$ cat src/rtl/dma_ram_pkg.sv
// Shared types and constants for the DMA RAM model (FSM states, error causes, word size).
// Optional build macro RAM_PRELOAD_EN adds the preload constants.
package dma_ram_pkg;

    localparam int unsigned DATA_W_DEF     = 32;
    localparam int unsigned BYTES_PER_WORD = DATA_W_DEF / 8;

    typedef enum logic [1:0] {
        ST_IDLE = 2'd0,
        ST_LAT  = 2'd1,
        ST_XFER = 2'd2
    } state_e;

    // One bit per rejection reason; any set bit rejects the command.
    typedef struct packed {
        logic dir_bad;
        logic misaligned;
        logic out_of_range;
        logic too_long;
    } err_cause_t;

`ifdef RAM_PRELOAD_EN
    localparam int unsigned PRELOAD_WORDS = 5;

    function automatic int unsigned preload_value(input int unsigned idx);
        return idx + 1;
    endfunction
`endif

endpackage

$ cat src/rtl/dma_ram_array.sv
// Word storage with per-byte write enables and a combinational read port.
// With RAM_PRELOAD_EN defined, the low words are restored to 1..N on reset.
module dma_ram_array #(
    parameter int unsigned DATA_W = 32,
    parameter int unsigned DEPTH  = 32,
    parameter int unsigned AW     = 5
) (
    input  logic                clk,
`ifdef RAM_PRELOAD_EN
    input  logic                rst_n,
`endif
    input  logic                we_i,
    input  logic [AW-1:0]       waddr_i,
    input  logic [DATA_W/8-1:0] be_i,
    input  logic [DATA_W-1:0]   wdata_i,
    input  logic [AW-1:0]       raddr_i,
    output logic [DATA_W-1:0]   rdata_o_c
);
    import dma_ram_pkg::*;

    localparam int unsigned BPW = DATA_W / 8;

    logic [DATA_W-1:0] mem_q [DEPTH];

    // Only the preload words see reset; everything else keeps its contents.
`ifdef RAM_PRELOAD_EN
    always_ff @(posedge clk or negedge rst_n) begin
        if (!rst_n) begin
            for (int i = 0; i < int'(PRELOAD_WORDS); i++) begin
                if (i < int'(DEPTH)) begin
                    mem_q[i] <= DATA_W'(preload_value(i));
                end
            end
        end else if (we_i) begin
`else
    always_ff @(posedge clk) begin
        if (we_i) begin
`endif
            for (int b = 0; b < int'(BPW); b++) begin
                if (be_i[b]) begin
                    mem_q[waddr_i][8*b +: 8] <= wdata_i[8*b +: 8];
                end
            end
        end
    end

    assign rdata_o_c = mem_q[raddr_i];

endmodule

$ cat config.mk
export PLATFORM = sky130hd
export DESIGN_NAME = dma_ram_array
export DESIGN_NICKNAME = d
export VERILOG_FILES = /design/src/rtl/dma_ram_pkg.sv /design/src/rtl/dma_ram_array.sv
export SDC_FILE = /design/constraint.sdc
export NUM_CORES = 1
export LEC_CHECK = 0
export ABC_CLOCK_PERIOD_IN_PS = 2300
export CAP_MARGIN = 20
export CORE_MARGIN = 3
export CORE_UTILIZATION = 60
export CTS_CLUSTER_SIZE = 8
export DETAILED_ROUTE_END_ITERATION = 6
export DONT_BUFFER_PORTS = 1
export PLACE_DENSITY = 0.79
export SLEW_MARGIN = 10
export SYNTH_ARGS = -nofsm -noshare
export SYNTH_HDL_FRONTEND = slang
export SYNTH_SLANG_ARGS = --single-unit
$ cat constraint.sdc
create_clock -name clk -period 2.3 [get_ports clk]
set_clock_uncertainty 0.2 [all_clocks]
set_input_delay 0.23 -clock clk [delete_from_list [all_inputs] [get_ports clk]]
set_output_delay 0.23 -clock clk [all_outputs]
set_load 0.03 [all_outputs]
Word-level counts from Yosys, hierarchy flattened
Memory sizes are Yosys's and may differ from the RTL's.
Index checks and enable logic that the tools add are counted.
W data, S select, Z words.
{"block": "totals", "out_inout_bits": 32, "ram_bits": 1024, "register_bits": 0, "mem_count": 1, "word_cells": 13, "input_bits": 48}
{"name": "mem_q", "depth": 32, "width": 32, "rd": 1, "rd_ports_with_merged_regs": 0, "wr": 1, "line": "dma_ram_array.sv:23", "text": "logic [DATA_W-1:0] mem_q [DEPTH];"}
{"block": "classes", "mux": 12}
{"operator": "$mux W1", "count": 12}

Depth between registers and ports, before layout
{"block": "logic_depth", "ltp_word": 3, "mapped_depth": 8, "ltp_nobuf": 5}

Worst setup path before layout
No wires, ideal clock.
{"block": "synth_timing", "kind": "input to output", "start": "input port raddr_i[0]", "end": "output port rdata_o_c[25]", "path_slack_ps": 367, "cell_stages": 8, "arrival_ps": 1503, "required_ps": 1870, "path_buffers": 4, "path_cell_list": "buf_4 -> buf_6 -> buf_6 -> buf_6 -> mux2i_1 -> a22oi_1 -> a31oi_1 -> nand3_1"}
{"block": "synth_between", "elab_chain_len": 1}
{"item": "start, declared", "line": "dma_ram_array.sv:16", "text": "input logic [AW-1:0] raddr_i,"}
{"item": "$mem_v2 Z32 W32"}
{"item": "end, declared", "line": "dma_ram_array.sv:17", "text": "output logic [DATA_W-1:0] rdata_o_c"}
No other way between the ends.

Worst setup path after layout
{"block": "layout_timing", "start": "input port raddr_i[0]", "end": "output port rdata_o_c[8]"}
The elaborated chain is that of the path after synthesis.

==> metrics.md <==
| Metric | Value |
|---|---|
| Synth Instances | 2,374 |
| Clock share of power | 44.7% |
| Fmax | 259.9 MHz |
| Peak supply drop | 0.5769 mV |
| PD cells | 873.9 nW/um^2 |
| Sw power | 8.340 mW |
| Syn Nets | 2,422 |
| Top FF cell, synth | edfxtp_1 |
| Placer Congestion | 0.8703 |
| Initial Util | 60.99% |
| Async S/R FF share, synth | 0% |
| Hold_sp | we_i |
| Ratio of cells with drive above 1 in the final layout | 17.20% |
| Final max-slew violation count | 479 |
| Root Driver | clkbuf_16 |
| IO buf count | 0 |
| Yosys reg bits | 1,024 |
| Register with the most flip-flops | mem_q |
| Logic pwr share | 5.5% |
| Worst Max-Slew Pin Slew | 2.924 ns |
| Worst Setup SP | raddr_i[0] |
| CTS tree | done |
| P_int | 33.36 mW |
| Post-Place Worst Slack | 0.1290 ns |
| Min-Delay Path Class | primary input to flip-flop |
| Die area | 70,460 um^2 |
| Status | finished with violations |
| Final Total Pwr | between 40 and 50 mW |
| Slew headroom | -94.96% |
| Crit-path max FO | 512 |
| Final Hold Viols | 0 |
| Synth area leader | edfxtp_1 |
| Sequential power share | 49.8% |
| Die X | 265.4 um |
| Reg clk slew, reported paths | ~0.050 ns |
| Sequential fraction of the synthesis area | 76.14% |
| Final worst setup slack | -1.548 ns |
| WHS Endpoint | mem_q[18][7] |
| Initial antenna violation count | 2 |
| Grt total ovfl | 0 |
| H-tree depth | 4 |
| Failing checks | slew limit, setup timing |
| Placement Rows | 94 |
| Core Area | 66,220 um^2 |
| GRT Util Overall | 27.71% |
| Synth top area cells | edfxtp_1, mux2i_1, a22oi_1 |
| Final core occ | 72.07% |
| Detail Route Antenna Nets | 0 |
| CP peak stage delay | 1.01 ns |
| DR vias/cell | 6.447 |
| Design Area, Final | 47,720 um^2 |
| Final non-filler cell total | 3,530 |
| Initial DRC count | ~3,100 |
| Vias | 22,760 |
| DR pass1 iterations | 6 |
| Ports | 80 |
| Minimum clock period | 3.848 ns |
| Sw Ratio | between 15 and 20% |
| Biggest regs | mem_q: 1024 flops |
| WL/cell | ~27 um |
| Yosys warnings | 0 |
| Placed cell area | 42,390 um^2 |
| Global-route wire length before repair | 145.0 mm |
| Count leader, synth | edfxtp_1 |
| Dpl cells | ~3,300 |
| Hold Crit Depth | 4 |
| CTS Sinks | about 1,000 |
| Fin crit share | 167.3% |
| Synth top area share | around 76% |
| Most frequent cells after synthesis | edfxtp_1, mux2i_1, nand2_1 |
| Syn avg cell area | 17.01 um^2 |
| Syn-to-layout area delta | 18.16% |
| Die Ht | 265.4 um |
| Kind of end point of the critical path | output pin |
| Setup bufs post-CTS | 0 |
| CTS Buf Count | 145 |
| Critical path arrival | ~3.4 ns |
| DRC viols | 0 |
| Number of setup violations in the final report | 32 |
| CP max stage cell | mux2i_2 |
| Filler instances | approximately 3,700 |
| Mapped cell area | around 40,000 um^2 |
| Layout net count | between 2,000 and 3,000 |
| Unique masters post-synth | 23 |
| RSZ-0062 raised after global routing | true |
| Startpoint types | primary input |
| Pin count of the biggest net entering global routing | 513 |
| Max Cap Viol | 0 |
| CP Class | primary input to output pin |
| Largest register FFs | 1,024 |
| WL final | 96.74 mm |
| Hpwl dp | 53.94 mm |
| EDFF count, synth | 1,024 |
| CTS Buffer Depth | 3 |
| Vias in the first global route | 23,150 |
| Worst path required time | 1.87 ns |
| Critical path cell sequence | mux2i_2 > a22oi_1 > a31oi_2 > nand3_2 > buf_6 |
| Pleak | around 17 nW |
layout by cell type (no fill, tap or decap), drive strengths merged, types with 3 or more instances in the layout:
cell type,n
nor3,33
dlygate4sd3,38
a31oi,32
nor2,131
clkbuf,155
nand3,96
buf,234
nor2b,4
diode,3
a22oi,96
edfxtp,1024
a21oi,96
nand2,134
inv,3
nor3b,3
a22o,64
mux2i,512
layer usage:
layer / global-route usage [%] / routed length, um
met3: 8.473 / 11210
met2: 43.52 / 46560
met4: 9.715 / 2708
met1: 37.30 / 36270
met5: 0 / 0
layout make-up:
| cell class | count | area (um^2) | area share, % |
|---|---|---|---|
| flip-flops and latches | 1024 | 30750 | 64.44 |
| multi-input cells | 1209 | 9191 | 19.26 |
| clock buffers | 155 | 3879 | 8.128 |
| repair buffers | 272 | 2785 | 5.837 |
| well taps | 864 | 1081 | 2.265 |
| clock inverters | 3 | 26.28 | 0.05506 |
| diodes | 3 | 7.507 | 0.01573 |
cells by family (layout without fill, tap and decap cells):
kind of cell    count (synthesis)  in the layout  synth area share (%)
mux                           512            512                 12.69
other cells                     0              3                     0
simple gates                  409            409                 4.316
compound gates                288            288                 4.858
buf+inv                       141            430                 1.998
flops                        1024           1024                 76.14
stage by stage:
stage | setup TNS [ns] | hold WS (ns)
after CTS | -7.175 | 0.02442
after floorplan | 0 | 0.1289
after global routing | -9.003 | 0.06996
final | -35.89 | 0.05438
after detailed placement | 0 | 0.1304
after global placement | 0 | 0.1311
worst max-delay path by stage:
stage                               end  slack [ns]  depth (start not counted)
after global placement    rdata_o_c[14]        0.11                          7
after floorplan           rdata_o_c[25]        0.37                          8
after detailed placement  rdata_o_c[14]        0.13                          7
after CTS                 rdata_o_c[19]       -0.31                          6
final                      rdata_o_c[8]       -1.55                          5
after global routing      rdata_o_c[19]       -0.38                          6
critical path, delay by kind of cell:
family / cells / cell delay, ns
compound gates: 2 / 0.49
mux: 1 / 1.01
buf+inv: 1 / 0.16
simple gates: 1 / 0.14
power groups by stage:
| stage | Clock [mW] | Combinational [mW] | Sequential [mW] |
|---|---|---|---|
| floorplan | 0 | 1.26 | 21.1 |
| global placement | 0 | 1.55 | 21.1 |
| detailed placement | 0 | 1.57 | 21.1 |
| CTS | 18.8 | 2.14 | 20.8 |
| global route | 19.6 | 2.31 | 20.7 |
| finish | 18.6 | 2.31 | 20.7 |
what timing repair did:
| action | CTS | global route |
|---|---|---|
| hold endpoints to repair | 1281 | 64 |
| pin swaps | 50 | 34 |
| gates resized for setup | 70 | 21 |
| hold buffers | 65 | 2 |
| endpoints found under the setup margin | 32 | 32 |
No activity file was read; power rests on OpenSTA's default activity.
